`src/rtl/rename_alloc_ctrl_pkg.sv`:
```
// rtl/rename_alloc_ctrl_pkg.sv - shared sizes and helpers for the rename allocator
package rename_alloc_ctrl_pkg;
  localparam int ROB_SIZE = 32;
  localparam int ROB_W    = $clog2(ROB_SIZE);
  localparam int NUM_GPR  = 32;
  localparam int GPR_W    = $clog2(NUM_GPR);

  // True when a nonzero source reads the GPR that an earlier slot writes.
  function automatic logic dep_hit(input logic [GPR_W-1:0] src,
                                   input logic [GPR_W-1:0] dst,
                                   input logic             wr);
    return wr && (src != '0) && (src == dst);
  endfunction
endpackage

```
`src/rtl/rename_src_resolve.sv`:
```
// rtl/rename_src_resolve.sv - resolve one source operand to producer number and busy bit
module rename_src_resolve
  import rename_alloc_ctrl_pkg::*;
(
  input  logic [GPR_W-1:0] src,
  input  logic [ROB_W-1:0] tbl_num,
  input  logic             tbl_busy,
  input  logic [GPR_W-1:0] prod_dst,
  input  logic             prod_valid,
  input  logic [ROB_W-1:0] prod_num,
  output logic [ROB_W-1:0] num,
  output logic             busy
);
  always_comb begin
    num  = tbl_num;
    busy = tbl_busy;
    if (src == '0) begin
      num  = '0;
      busy = 1'b0;
    end else if (prod_valid && (src == prod_dst)) begin
      num  = prod_num;
      busy = 1'b1;
    end
  end
endmodule

```
`src/rtl/rename_alloc_ctrl.sv`:
```
// rtl/rename_alloc_ctrl.sv - two-wide rename: ROB allocation, GPR table sequencing, dispatch register
// Macro RENAME_BYPASS_EN: forward slot-0 destination into slot-1 sources instead of splitting the pair.
module rename_alloc_ctrl
  import rename_alloc_ctrl_pkg::*;
(
  input  logic             clk,
  input  logic             reset,
  input  logic             flush,
  input  logic             in_valid0,
  input  logic             in_valid1,
  input  logic [GPR_W-1:0] in_src0a,
  input  logic [GPR_W-1:0] in_src0b,
  input  logic [GPR_W-1:0] in_src1a,
  input  logic [GPR_W-1:0] in_src1b,
  input  logic [GPR_W-1:0] in_dst0,
  input  logic [GPR_W-1:0] in_dst1,
  input  logic             in_wen0,
  input  logic             in_wen1,
  output logic             in_acc0,
  output logic             in_acc1,
  output logic [GPR_W-1:0] tbl_raddr0,
  output logic [GPR_W-1:0] tbl_raddr1,
  output logic [GPR_W-1:0] tbl_raddr2,
  output logic [GPR_W-1:0] tbl_raddr3,
  input  logic [ROB_W-1:0] tbl_rnum0,
  input  logic [ROB_W-1:0] tbl_rnum1,
  input  logic [ROB_W-1:0] tbl_rnum2,
  input  logic [ROB_W-1:0] tbl_rnum3,
  input  logic             tbl_rbusy0,
  input  logic             tbl_rbusy1,
  input  logic             tbl_rbusy2,
  input  logic             tbl_rbusy3,
  output logic [GPR_W-1:0] tbl_waddr0,
  output logic [GPR_W-1:0] tbl_waddr1,
  output logic             tbl_wen0,
  output logic             tbl_wen1,
  output logic [ROB_W-1:0] tbl_wnum0,
  output logic [ROB_W-1:0] tbl_wnum1,
  input  logic [1:0]       commit_cnt,
  output logic             out_valid,
  input  logic             out_ready,
  output logic             out_v1,
  output logic [ROB_W-1:0] out_rob0,
  output logic [ROB_W-1:0] out_rob1,
  output logic [ROB_W-1:0] out_num0a,
  output logic [ROB_W-1:0] out_num0b,
  output logic [ROB_W-1:0] out_num1a,
  output logic [ROB_W-1:0] out_num1b,
  output logic             out_busy0a,
  output logic             out_busy0b,
  output logic             out_busy1a,
  output logic             out_busy1b
);
  logic [ROB_W-1:0] tail;
  logic [ROB_W:0]   free;
  logic             stg_rdy, dep_ok, wr0, wr1, byp_valid;
  logic [ROB_W-1:0] rob0, rob1;
  logic [ROB_W:0]   n_acc, n_commit;
  logic [ROB_W-1:0] num0a, num0b, num1a, num1b;
  logic             busy0a, busy0b, busy1a, busy1b;

  assign stg_rdy = ~out_valid | out_ready;
  assign wr0     = in_wen0 & (in_dst0 != '0);
  assign wr1     = in_wen1 & (in_dst1 != '0);

`ifdef RENAME_BYPASS_EN
  assign dep_ok    = 1'b1;
  assign byp_valid = wr0;
`else
  // Without forwarding, a dependent slot 1 waits a cycle so it reads the table after slot 0 writes it.
  assign dep_ok    = ~(dep_hit(in_src1a, in_dst0, wr0) | dep_hit(in_src1b, in_dst0, wr0));
  assign byp_valid = 1'b0;
`endif

  assign in_acc0  = in_valid0 & stg_rdy & (free != '0) & ~flush;
  assign in_acc1  = in_acc0 & in_valid1 & (free >= (ROB_W+1)'(2)) & dep_ok;
  assign rob0     = tail;
  assign rob1     = tail + ROB_W'(1);
  assign n_acc    = (ROB_W+1)'(in_acc0) + (ROB_W+1)'(in_acc1);
  assign n_commit = (ROB_W+1)'(commit_cnt);

  assign tbl_raddr0 = in_src0a;
  assign tbl_raddr1 = in_src0b;
  assign tbl_raddr2 = in_src1a;
  assign tbl_raddr3 = in_src1b;
  assign tbl_wen0   = in_acc0 & wr0;
  assign tbl_wen1   = in_acc1 & wr1;
  assign tbl_waddr0 = in_dst0;
  assign tbl_waddr1 = in_dst1;
  assign tbl_wnum0  = rob0;
  assign tbl_wnum1  = rob1;

  rename_src_resolve u_res0a (.src(in_src0a), .tbl_num(tbl_rnum0), .tbl_busy(tbl_rbusy0),
    .prod_dst('0), .prod_valid(1'b0), .prod_num('0), .num(num0a), .busy(busy0a));
  rename_src_resolve u_res0b (.src(in_src0b), .tbl_num(tbl_rnum1), .tbl_busy(tbl_rbusy1),
    .prod_dst('0), .prod_valid(1'b0), .prod_num('0), .num(num0b), .busy(busy0b));
  rename_src_resolve u_res1a (.src(in_src1a), .tbl_num(tbl_rnum2), .tbl_busy(tbl_rbusy2),
    .prod_dst(in_dst0), .prod_valid(byp_valid), .prod_num(rob0), .num(num1a), .busy(busy1a));
  rename_src_resolve u_res1b (.src(in_src1b), .tbl_num(tbl_rnum3), .tbl_busy(tbl_rbusy3),
    .prod_dst(in_dst0), .prod_valid(byp_valid), .prod_num(rob0), .num(num1b), .busy(busy1b));

  always_ff @(posedge clk or posedge reset) begin
    if (reset) begin
      tail       <= '0;
      free       <= (ROB_W+1)'(ROB_SIZE);
      out_valid  <= 1'b0;
      out_v1     <= 1'b0;
      out_rob0   <= '0;
      out_rob1   <= '0;
      out_num0a  <= '0;
      out_num0b  <= '0;
      out_num1a  <= '0;
      out_num1b  <= '0;
      out_busy0a <= 1'b0;
      out_busy0b <= 1'b0;
      out_busy1a <= 1'b0;
      out_busy1b <= 1'b0;
    end else if (flush) begin
      tail      <= '0;
      free      <= (ROB_W+1)'(ROB_SIZE);
      out_valid <= 1'b0;
    end else begin
      tail <= tail + n_acc[ROB_W-1:0];
      free <= free - n_acc + n_commit;
      if (in_acc0) begin
        out_valid  <= 1'b1;
        out_v1     <= in_acc1;
        out_rob0   <= rob0;
        out_rob1   <= rob1;
        out_num0a  <= num0a;
        out_num0b  <= num0b;
        out_num1a  <= num1a;
        out_num1b  <= num1b;
        out_busy0a <= busy0a;
        out_busy0b <= busy0b;
        out_busy1a <= busy1a;
        out_busy1b <= busy1b;
      end else if (out_ready) begin
        out_valid <= 1'b0;
      end
    end
  end
endmodule

```
`config.mk`:
```
export PLATFORM = sky130hd
export DESIGN_NAME = rename_alloc_ctrl
export DESIGN_NICKNAME = d
export VERILOG_FILES = /design/src/rtl/rename_alloc_ctrl_pkg.sv /design/src/rtl/rename_src_resolve.sv /design/src/rtl/rename_alloc_ctrl.sv
export SDC_FILE = /design/constraint.sdc
export NUM_CORES = 1
export LEC_CHECK = 0
export CORE_UTILIZATION = 35
export DETAILED_ROUTE_END_ITERATION = 10
export GPL_TIMING_DRIVEN = 0
export PLACE_DENSITY = 0.85
export SYNTH_ARGS = -nofsm -noshare
export SYNTH_HDL_FRONTEND = slang
export SYNTH_SLANG_ARGS = --single-unit
```
`constraint.sdc`:
```
create_clock -name clk -period 3.5 [get_ports clk]
set_clock_uncertainty 0.05 [all_clocks]
set_input_delay 1.05 -clock clk [delete_from_list [all_inputs] [get_ports clk]]
set_output_delay 1.05 -clock clk [all_outputs]
set_load 0.05 [all_outputs]
```
Word level (Yosys, flattened, before mapping)
Index checks and enable logic that the tools add are counted.
W data, S select, Z words.
{ "classes": {"reduce_logical": 15, "n_mux": 13, "add_sub_neg": 5, "magnitude_cmp": 1, "eq_ne": 2, "bitwise": 15} }
{ "op_table": {"columns": ["cell", "n"], "rows": [
  ["$mux W5", 5],
  ["$logic_not A5 Y1", 4],
  ["$reduce_bool A5 Y1", 4],
  ["$and A1 B1 Y1", 10],
  ["$eq A5 B5 Y1", 2],
  ["$mux W1", 7],
  ["$add A6 B2 Y6", 1],
  ["$ge A6 B2 Y1 const B", 1],
  ["$mux W6", 1],
  ["$reduce_bool A6 Y1", 1],
  ["$sub A6 B2 Y6", 1],
  ["$add A5 B1 Y5 const B", 1],
  ["$add A5 B2 Y5", 1],
  ["$logic_and A1 B1 Y1", 4],
  ["$not A1 Y1", 3],
  ["$reduce_bool A3 Y1", 1],
  ["$add A1 B1 Y2", 1],
  ["$or A1 B1 Y1", 2],
  ["$reduce_and A2 Y1", 1]
]} }
{ "word_totals": {"out_inout_bits": 80, "wordCells": 65, "ff_bits": 47, "in_bits": 64} }

Longest topological paths before layout
Gate-level depths: netlist of the first run.
{ "logic_depth": {"depth_word": 12, "depth_mapped": 19, "ltp_nobuf": 17} }

Hierarchy
From an unflattened synthesis of the first run, not the netlist that was laid out.
{ "hier_totals": {"cells_unflattened": 327, "hier_area_um2": 3273.1} }
{ "by_module_without_submodules": {"columns": ["module", "cells_each", "n_inst", "area_each_um2"], "rows": [
  ["rename_alloc_ctrl", 219, 1, 2562.5],
  ["rename_src_resolve", 27, 4, 177.7]
]} }

Least setup slack after synthesis of the first run
Ideal clock, no wire load.
{ "synth_timing": {"kind": "input port to flip-flop", "from": "in in_dst0[1]", "to": "reg free[4]", "slack_ps": -1358, "setup_time_ps": 132, "t_arrival_ps": 4676, "path_stages": 12, "cell_sequence": "or4_4 > o21ai_2 > a21oi_2 > nor3_1 > ha_1 > fa_1 > fa_1 > inv_1 > a21oi_1 > o21bai_1 > xnor2_1 > nor2_1"} }
{ "synth_between": {"elab_chain_len": 11} }
{ "synth_lines": {"columns": ["item", "line_no", "rtl"], "rows": [
  ["start: declaration", "rename_alloc_ctrl.sv:15", "input logic [GPR_W-1:0] in_dst0,"],
  ["$reduce_bool A5 Y1", "rename_alloc_ctrl.sv:63", "assign wr0 = in_wen0 & (in_dst0 != '0);"],
  ["$and A1 B1 Y1", "rename_alloc_ctrl.sv:63", null],
  ["$logic_and A1 B1 Y1 (2 in series)", "rename_alloc_ctrl_pkg.sv:12", "return wr && (src != '0) && (src == dst);"],
  ["$or A1 B1 Y1 (*)", "rename_alloc_ctrl.sv:71", "assign dep_ok = ~(dep_hit(in_src1a, in_dst0, wr0) | dep_hit(in_src1b, in_dst0, wr0));"],
  ["$not A1 Y1 (*)", "rename_alloc_ctrl.sv:71", null],
  ["$and A1 B1 Y1 (*)", "rename_alloc_ctrl.sv:76", "assign in_acc1 = in_acc0 & in_valid1 & (free >= (ROB_W+1)'(2)) & dep_ok;"],
  ["net in_acc1", "rename_alloc_ctrl.sv:20", "output logic in_acc1,"],
  ["$add A1 B1 Y2 (*)", "rename_alloc_ctrl.sv:79", "assign n_acc = (ROB_W+1)'(in_acc0) + (ROB_W+1)'(in_acc1);"],
  ["$sub A6 B2 Y6 (*)", "rename_alloc_ctrl.sv:124", "free <= free - n_acc + n_commit;"],
  ["$add A6 B2 Y6 (*)", "rename_alloc_ctrl.sv:124", null],
  ["$mux W6 (*)", "rename_alloc_ctrl.sv:118", "end else if (flush) begin"],
  ["end signal: assignment", "rename_alloc_ctrl.sv:105", "free <= (ROB_W+1)'(ROB_SIZE);"],
  ["end signal: assignment", "rename_alloc_ctrl.sv:120", "free <= (ROB_W+1)'(ROB_SIZE);"],
  ["end signal: assignment", "rename_alloc_ctrl.sv:124", null],
  ["end: declaration", "rename_alloc_ctrl.sv:55", "logic [ROB_W:0] free;"]
]} }
Mark *: on every way through the listed nets, which the timed path passes. The rest lies on a longest branch.
A chain may end at the register's enable or synchronous reset.

Final worst setup path of the first run
{ "layout_timing": {"from": "in in_dst0[2]", "to": "reg free[3]"} }
{ "layout_between": {"elab_chain_len": 11} }
{ "layout_lines": {"columns": ["item", "line_no"], "rows": [
  ["$reduce_bool A5 Y1", "rename_alloc_ctrl.sv:63"],
  ["$and A1 B1 Y1", "rename_alloc_ctrl.sv:63"],
  ["$logic_and A1 B1 Y1 (2 in series)", "rename_alloc_ctrl_pkg.sv:12"],
  ["$or A1 B1 Y1 (*)", "rename_alloc_ctrl.sv:71"],
  ["$not A1 Y1 (*)", "rename_alloc_ctrl.sv:71"],
  ["$and A1 B1 Y1 (*)", "rename_alloc_ctrl.sv:76"],
  ["$add A1 B1 Y2 (*)", "rename_alloc_ctrl.sv:79"],
  ["$sub A6 B2 Y6 (*)", "rename_alloc_ctrl.sv:124"],
  ["$add A6 B2 Y6 (*)", "rename_alloc_ctrl.sv:124"],
  ["$mux W6 (*)", "rename_alloc_ctrl.sv:118"]
]} }
Mark *: on every way between the ends. The rest lies on a longest branch, timed or not.

==> insert_results.sql, run 1 <==
INSERT INTO impl_metrics (metric_group, metric, value, unit) VALUES
('drt', 'num_vias', '2542', ''),
('floorplanning', 'floorplan.initialDensity', '0.362', ''),
('floorplanning', 'boundaryPins', '144', ''),
('synthesis', 'post_synthesis_net_count', '359', ''),
('worst_hold_path', 'timing.hold.worst_endpoint', 'out_num0a[2]', ''),
('synthesis', 'ys_seq_elements', '47', ''),
('worst_hold_path', 'hold_depth', '2', ''),
('clocking', 'cts.htree.levels', '2', ''),
('drt', 'drtIter0Drc', '64', ''),
('global_route', 'globalRouteOverflowTotal', '0', ''),
('floorplanning', 'die_height', '88.6', 'um'),
('drt', 'vias_per_cell', '4.66', ''),
('place', 'dpl_hpwl', '6.18', 'mm'),
('timing', 'timing.final.hold_violations', '0', ''),
('floorplanning', 'die_w', '88.6', 'um'),
('drt', 'met3_wirelength', '445', 'um'),
('clocking', 'max_root_sink_buffers', '2', ''),
('place', 'port-buffer-count', '143', ''),
('worst_setup_path', 'reg2reg_setup_slack', '0.06', 'ns'),
('clocking', 'numCtsBuffers', '5', ''),
('outcome', 'failed_checks', 'setup timing', ''),
('worst_setup_path', 'crit_chain', 'buf_8, buf_6, xor2_1, nor3_1, nand4_1, a21oi_4, nor3_4, ha_4, fa_1, inv_1, ha_1, a21o_1, a21oi_2, xnor2_1, nor2_1', ''),
('worst_setup_path', 'critPathMaxStageDelay', '0.52', 'ns'),
('layout', 'synthToLayoutAreaGrowth', '72.4', '%'),
('drt', 'post-route-drc-count', '0', ''),
('synthesis', 'synth.cell_area', '2620', 'um2'),
('clocking', 'clock_tree.root_cell', 'sky130_fd_sc_hd__clkbuf_8', ''),
('layout', 'finish.net_count', '524', ''),
('drt', 'met2WireLength', '4.20', 'mm'),
('layout', 'drive_gt1_frac', '0.247', ''),
('worst_setup_path', 'crit_path_top_delay_cell', 'sky130_fd_sc_hd__fa_1', ''),
('floorplanning', 'dieArea', '7850', 'um2'),
('clocking', 'worst_setup_hold_path_clk_slew', '0.09', 'ns'),
('timing', 'tightest_slew', '0.581', 'ns'),
('worst_setup_path', 'crit_cells', '15', ''),
('timing', 'achievable-frequency', '0.282', 'GHz'),
('worst_hold_path', 'holdCritPathClass', 'reg2reg', ''),
('pwr', 'peakVddDrop', '0.000390', 'V'),
('outcome', 'outcome', 'complete, but fails checks', ''),
('worst_setup_path', 'critPathTopFamily', 'adder cells', ''),
('timing', 'timing.final.setup_violations', '3', ''),
('worst_setup_path', 'worstRegToRegCells', '16', ''),
('synthesis', 'synth.avg_cell_area', '9.37', 'um2'),
('drt', 'antenna_violating_nets_post_route', '0', ''),
('worst_setup_path', 'crit_fanout', '3', ''),
('place', 'gp_congestion', '0.824', ''),
('global_route', 'global_route.usage.total', '0.194', ''),
('worst_setup_path', 'crit_type', 'in2reg', ''),
('pwr', 'power.leakage', '2.14', 'nW'),
('synthesis', 'postSynthCellCount', '280', ''),
('place', 'placement.setup.worst_slack', '-1.11', 'ns'),
('worst_setup_path', 'capturing_element_type_of_the_critical_path', 'flop', ''),
('worst_hold_path', 'worst_hold_startpoint', 'out_num0a[2]', ''),
('worst_setup_path', 'setup.worst_path.start_class', 'input pin', ''),
('timing', 'rsz0062_at_grt', 'true', ''),
('global_route', 'vias_in_the_first_global_route', '2511', ''),
('synthesis', 'synthArstFlopShare', '1.00', ''),
('global_route', 'grt_antenna_before_repair', '0', ''),
('worst_setup_path', 'worstPathArrival', '3.66', 'ns'),
('synthesis', 'ys_warn_count', '0', ''),
('drt', 'met1Wirelength', '3.15', 'mm'),
('drt', 'drt-total-wl', '7.85', 'mm'),
('timing', 'fin_ws', '-0.0435', 'ns'),
('timing', 'report.final.slew_viol_count', '0', ''),
('synthesis', 'post_synth_top_flop', 'sky130_fd_sc_hd__dfrtp_1', ''),
('layout', 'antenna-diode-count', '0', ''),
('synthesis', 'synth-seq-area-share', '0.449', ''),
('place', 'numPlacedInstances', '523', ''),
('drt', 'wl_per_cell', '14.4', 'um'),
('synthesis', 'number_of_flops_mapped_to_enable_cells_by_yosys', '0', ''),
('drt', 'uppermost_layer_routed', 'met4', '');
==> sequential cells by signal, indices dropped and copies added, names as in the netlist, 5 cells and up <==
signal and count:
out_num0a 5, out_num1a 5, out_rob1 5, out_num0b 5, out_rob0 5, out_num1b 5, tbl_wnum0 5, free 6
==> final cells by class <==
class | count | area [um2]
Buffer | 39 | 285
Clock buffer | 5 | 68.8
Clock inverter | 3 | 18.8
Fill cell | 615 | 2730
Inverter | 18 | 67.6
Multi-Input combinational cell | 176 | 1250
Sequential cell | 47 | 1180
Tap cell | 99 | 124
Timing Repair Buffer | 158 | 1530
==> through the flow <==
stage	cell area, um2	hold slack (ns)	setup TNS (ns)	power [mW]
floorplan	2700	0.485	-2.26	1.71
global placement	4250	0.410	-10.56	2.15
detailed placement	4280	0.421	-11.64	2.21
CTS	4500	0.439	-0.319	2.57
global route	4520	0.465	-0.506	2.71
finish	4520	0.435	-0.0984	2.56
==> cell usage after synthesis (2+ instances only) <==
master / count / area share
sky130_fd_sc_hd__a21oi_1: 4 / 0.0076
sky130_fd_sc_hd__buf_2: 6 / 0.011
sky130_fd_sc_hd__buf_4: 30 / 0.086
sky130_fd_sc_hd__clkbuf_1: 3 / 0.0043
sky130_fd_sc_hd__dfrtp_1: 46 / 0.44
sky130_fd_sc_hd__fa_1: 3 / 0.023
sky130_fd_sc_hd__ha_1: 12 / 0.057
sky130_fd_sc_hd__inv_1: 18 / 0.026
sky130_fd_sc_hd__mux2_2: 8 / 0.034
sky130_fd_sc_hd__nand2_1: 56 / 0.080
sky130_fd_sc_hd__nand3_1: 4 / 0.0076
sky130_fd_sc_hd__nand3b_1: 2 / 0.0057
sky130_fd_sc_hd__nand4_1: 2 / 0.0048
sky130_fd_sc_hd__nor2_1: 12 / 0.017
sky130_fd_sc_hd__nor2b_1: 4 / 0.0095
sky130_fd_sc_hd__nor3_1: 7 / 0.013
sky130_fd_sc_hd__nor4_1: 2 / 0.0048
sky130_fd_sc_hd__o21ai_0: 28 / 0.053
sky130_fd_sc_hd__xnor2_1: 10 / 0.033
sky130_fd_sc_hd__xor2_1: 9 / 0.030
==> report_power, final <==
group | leakage [nW] | internal, mW | switching (mW)
logic | 1.49 | 0.560 | 0.907
registers | 0.604 | 0.685 | 0.0795
clock network | 0.0483 | 0.141 | 0.185
total | 2.14 | 1.39 | 1.17
==> what timing repair did <==
action | CTS | global route
gates resized for setup | 100 | 17
cloned | 1 | 0
pin swaps | 23 | 14
endpoints found under the setup margin | 42 | 5
buffers inserted | 10 | 3
==> how the worst max path moves through the flow <==
stage | start | endpoint | slack (ns)
after floorplan | in_dst0[1] | free[4] | -0.49
after global placement | in_dst0[1] | tbl_wen1 | -1.08
after detailed placement | in_dst0[1] | tbl_wen1 | -1.11
after CTS | in_dst0[2] | free[4] | -0.10
after global routing | in_dst0[2] | free[3] | -0.15
final | in_dst0[2] | free[3] | -0.04
==> cells by family after synthesis <==
logic type	after synthesis	synth area share
flops	47	0.449
xor+xnor	19	0.0634
simple gates	94	0.161
buf+inv	57	0.127
mux	8	0.0343
compound gates	40	0.0854
fa+ha+maj	15	0.0801
==> cell usage in the layout (no fill, tap or decap), types with 3 or more instances in the layout <==
master | netlist | routed
sky130_fd_sc_hd__ha_1 | 12 | 8
sky130_fd_sc_hd__buf_2 | 6 | 8
sky130_fd_sc_hd__ha_4 | 0 | 4
sky130_fd_sc_hd__xnor2_1 | 10 | 10
sky130_fd_sc_hd__buf_6 | 0 | 3
sky130_fd_sc_hd__nand2_1 | 56 | 54
sky130_fd_sc_hd__o21ai_0 | 28 | 26
sky130_fd_sc_hd__clkdlybuf4s50_1 | 0 | 104
sky130_fd_sc_hd__xor2_1 | 9 | 9
sky130_fd_sc_hd__buf_4 | 30 | 45
sky130_fd_sc_hd__nor3_1 | 7 | 4
sky130_fd_sc_hd__clkbuf_1 | 3 | 3
sky130_fd_sc_hd__inv_2 | 0 | 5
sky130_fd_sc_hd__clkbuf_2 | 0 | 4
sky130_fd_sc_hd__nand3_1 | 4 | 3
sky130_fd_sc_hd__dfrtp_1 | 46 | 46
sky130_fd_sc_hd__buf_8 | 0 | 3
sky130_fd_sc_hd__clkbuf_8 | 0 | 5
sky130_fd_sc_hd__nor2b_1 | 4 | 4
sky130_fd_sc_hd__mux2_2 | 8 | 8
sky130_fd_sc_hd__inv_1 | 18 | 13
sky130_fd_sc_hd__dlygate4sd2_1 | 0 | 21
sky130_fd_sc_hd__nor2_1 | 12 | 12
==> metal layers <==
layer / vias to the layer above / global-route usage
met4: 0 / 0.0425
met3: 6 / 0.0392
met1: 1239 / 0.226
met5: - / 0
li1: 1218 / -
met2: 79 / 0.366
==> tightest hold or removal path: cells and delay by family (launching register included) <==
kind	cells	cell delay (ns)
AOI/OAI and AO/OA	1	0.06
DFF	1	0.35
and+or+nand+nor	1	0.04
No activity file was read; power rests on OpenSTA's default activity.
==> run 2, diff against run 1 <==
--- a/config.mk
+++ b/config.mk
@@ -5,6 +5,7 @@
 export SDC_FILE = /design/constraint.sdc
 export NUM_CORES = 1
 export LEC_CHECK = 0
+export CORE_MARGIN = 1.5
 export CORE_UTILIZATION = 35
 export DETAILED_ROUTE_END_ITERATION = 10
 export GPL_TIMING_DRIVEN = 0
==> insert_results.sql, run 2 (same netlist as run 1, synthesis figures left out) <==
INSERT INTO impl_metrics (metric_group, metric, value, unit) VALUES
('timing', 'rsz0062_at_grt', 'true', ''),
('layout', 'finish.net_count', '524', ''),
('global_route', 'grt_antenna_before_repair', '0', ''),
('flow_run', 'number_of_violations_of_the_max_capacitance_limit', '0', ''),
('timing', 'tightest_slew', '0.548', 'ns'),
('drt', 'wl_per_cell', '14.4', 'um'),
('drt', 'drtIter0Drc', '53', ''),
('clocking', 'worst_setup_hold_path_clk_slew', '0.09', 'ns'),
('outcome', 'failed_checks', 'setup timing', ''),
('drt', 'antenna_violating_nets_post_route', '0', ''),
('floorplanning', 'core-area', '7250', 'um2'),
('worst_hold_path', 'timing.hold.worst_endpoint', 'out_num0b[0]', ''),
('worst_setup_path', 'worstRegToRegCells', '16', ''),
('drt', 'drt-total-wl', '7.84', 'mm'),
('clocking', 'cts.sinks', '47', ''),
('worst_setup_path', 'crit_path_top_delay_cell', 'sky130_fd_sc_hd__or4_4', ''),
('timing', 'finalCriticalPeriod', '3.54', 'ns'),
('pwr', 'power.leakage', '2.13', 'nW'),
('worst_setup_path', 'critPathMaxStageDelay', '0.53', 'ns'),
('pwr', 'report.power.total', '2.64', 'mW'),
('global_route', 'grt_max_degree', '27', ''),
('worst_setup_path', 'capturing_element_type_of_the_critical_path', 'flop', ''),
('global_route', 'vias_in_the_first_global_route', '2548', ''),
('worst_hold_path', 'hold_depth', '2', ''),
('worst_hold_path', 'holdCritPathClass', 'reg2reg', ''),
('worst_setup_path', 'reg2reg_setup_slack', '0.04', 'ns'),
('timing', 'timing.final.setup_violations', '4', ''),
('floorplanning', 'die_w', '89.6', 'um'),
('timing', 'timing.final.hold_violations', '0', ''),
('worst_setup_path', 'timing.critical_path.required', '3.62', 'ns'),
('clocking', 'cts.htree.levels', '2', ''),
('clocking', 'numCtsBuffers', '5', ''),
('worst_setup_path', 'endpoint_of_the_worst_slack_reg_to_reg_timing_path', 'free[3]', ''),
('layout', 'stdcell_count', '545', ''),
('layout', 'mostFrequentLayoutCell', 'sky130_fd_sc_hd__clkdlybuf4s50_1', ''),
('place', 'numPlacedInstances', '523', ''),
('worst_setup_path', 'worstPathArrival', '3.66', 'ns'),
('layout', 'synthToLayoutAreaGrowth', '72.6', '%'),
('outcome', 'outcome', 'complete, but fails checks', ''),
('worst_setup_path', 'critPathBufInv', '2', ''),
('layout', 'drive_gt1_frac', '0.251', ''),
('worst_setup_path', 'crit_fanout', '4', ''),
('drt', 'post-route-drc-count', '0', ''),
('timing', 'timing.max_slew.rel_slack', '0.634', ''),
('timing', 'report.final.slew_viol_count', '0', ''),
('clocking', 'clkLatencyLatePin', '0.30', 'ns'),
('worst_setup_path', 'critPathTopFamily', 'adder cells', ''),
('timing', 'achievable-frequency', '0.282', 'GHz'),
('floorplanning', 'dieArea', '8020', 'um2'),
('layout', 'antenna-diode-count', '0', ''),
('worst_setup_path', 'rr_startpoint', 'free[5]', ''),
('clocking', 'clock_tree.root_cell', 'sky130_fd_sc_hd__clkbuf_8', ''),
('drt', 'dr.pass1.iters', '4', ''),
('place', 'dpl_hpwl', '6.21', 'mm'),
('global_route', 'global_route.usage.total', '0.191', ''),
('pwr', 'power-per-cell-area', '583', 'nW/um2'),
('worst_setup_path', 'setup.worst_path.start_class', 'input pin', ''),
('drt', 'num_vias', '2514', ''),
('worst_setup_path', 'crit_chain', 'buf_8, or4_4, o21ai_4, a21oi_4, nor3_4, ha_4, fa_1, inv_1, ha_1, a21o_1, a21oi_4, xnor2_1, nor2_1', ''),
('drt', 'vias_per_cell', '4.61', ''),
('place', 'gp_congestion', '0.787', ''),
('worst_hold_path', 'worst_hold_startpoint', 'out_num0b[0]', ''),
('global_route', 'globalRouteOverflowTotal', '0', ''),
('timing', 'fin_crit_sh', '1.01', ''),
('floorplanning', 'row_count', '31', ''),
('place', 'port-buffer-count', '143', ''),
('layout', 'mostFrequentLayoutCells', 'sky130_fd_sc_hd__clkdlybuf4s50_1, sky130_fd_sc_hd__nand2_1, sky130_fd_sc_hd__buf_4, sky130_fd_sc_hd__dfrtp_1, sky130_fd_sc_hd__o21ai_0', ''),
('clocking', 'tritoncts_clock_tree', 'done', ''),
('pwr', 'peakVddDrop', '0.000271', 'V'),
('layout', 'max_flop_register', 'free', ''),
('timing', 'fin_worst_hold_slack', '0.436', 'ns'),
('worst_setup_path', 'crit_type', 'in2reg', ''),
('floorplanning', 'floorplan.initialDensity', '0.362', ''),
('floorplanning', 'die_height', '89.6', 'um'),
('layout', 'largest_register_ffs', '6', ''),
('floorplanning', 'boundaryPins', '144', ''),
('global_route', 'grt_pass1_wl', '11.8', 'mm'),
('clocking', 'max_root_sink_buffers', '2', ''),
('worst_setup_path', 'crit_path_frequent_cell', 'sky130_fd_sc_hd__a21oi_4', ''),
('timing', 'fin_ws', '-0.0425', 'ns');
[run 2: per-layer routing]
layer	global-route usage	up-vias	part of all wire	wire [um]
li1	-	1217	-	-
met1	0.213	1202	0.37	2940
met2	0.369	89	0.54	4260
met3	0.0475	6	0.070	551
met4	0.0294	0	0.012	95
met5	0	-	0	0
[run 2: report_power, final]
group / switching (mW) / total (mW) / leakage [nW] / internal [mW]
clock network: 0.193 / 0.408 / 0.0548 / 0.215
registers: 0.0792 / 0.764 / 0.604 / 0.685
logic: 0.915 / 1.47 / 1.47 / 0.554
[run 2: area by class of cell]
type,instances,area (um2)
clock inverters,3,46.3
flip-flops and latches,47,1180
plain buffers,39,283
clock buffers,5,68.8
well taps,99,124
multi-input cells,176,1260
inverters,18,67.6
fillers,609,2720
repair buffers,158,1500
[run 2: repair_timing]
item | 4_1_cts | 5_1_grt
setup buffers | 9 | 5
hold buffers | 0 | 0
resized for setup | 100 | 21
pin swaps | 21 | 17
setup endpoints to repair | 41 | 6
[run 2: worst max-delay path by stage]
| stage | slack [ns] | endpoint | from | cells past startpoint |
|---|---|---|---|---|
| 3_3_place_gp | -1.10 | tbl_wen1 | in_dst0[1] | 6 |
| 3_5_place_dp | -1.12 | tbl_wen1 | in_dst0[1] | 6 |
| 6_report | -0.04 | free[3] | in_dst0[4] | 13 |
| 5_1_grt | -0.13 | free[3] | in_valid0 | 14 |
| 2_1_floorplan | -0.49 | free[4] | in_dst0[1] | 12 |
| 4_1_cts | -0.1 | in_acc1 | in_dst0[4] | 7 |
[run 2: worst register-to-register path, cell delays in order, from the launching register on]
cell and delay, ns:
sky130_fd_sc_hd__dfstp_2 0.53, sky130_fd_sc_hd__inv_1 0.03, sky130_fd_sc_hd__ha_1 0.17, sky130_fd_sc_hd__nand3b_1 0.13
sky130_fd_sc_hd__o21ai_1 0.11, sky130_fd_sc_hd__nand3b_1 0.24, sky130_fd_sc_hd__buf_6 0.16, sky130_fd_sc_hd__buf_8 0.12
sky130_fd_sc_hd__nor3_4 0.25, sky130_fd_sc_hd__ha_4 0.18, sky130_fd_sc_hd__fa_1 0.44, sky130_fd_sc_hd__inv_1 0.08
sky130_fd_sc_hd__ha_1 0.23, sky130_fd_sc_hd__a21o_1 0.19, sky130_fd_sc_hd__a21oi_4 0.20, sky130_fd_sc_hd__xnor2_1 0.14
sky130_fd_sc_hd__nor2_1 0.06
[run 2: through the flow]
step                      instance area [um2]  utilization  setup TNS (ns)  setup WS, ns
after floorplan                          2700            -           -2.26        -0.488
after global placement                   4250        0.587          -10.97         -1.10
after detailed placement                 4270        0.589          -11.72         -1.12
after CTS                                4480        0.618          -0.364       -0.0992
after global routing                     4530        0.624          -0.414        -0.133
final                                    4530        0.624          -0.131       -0.0425
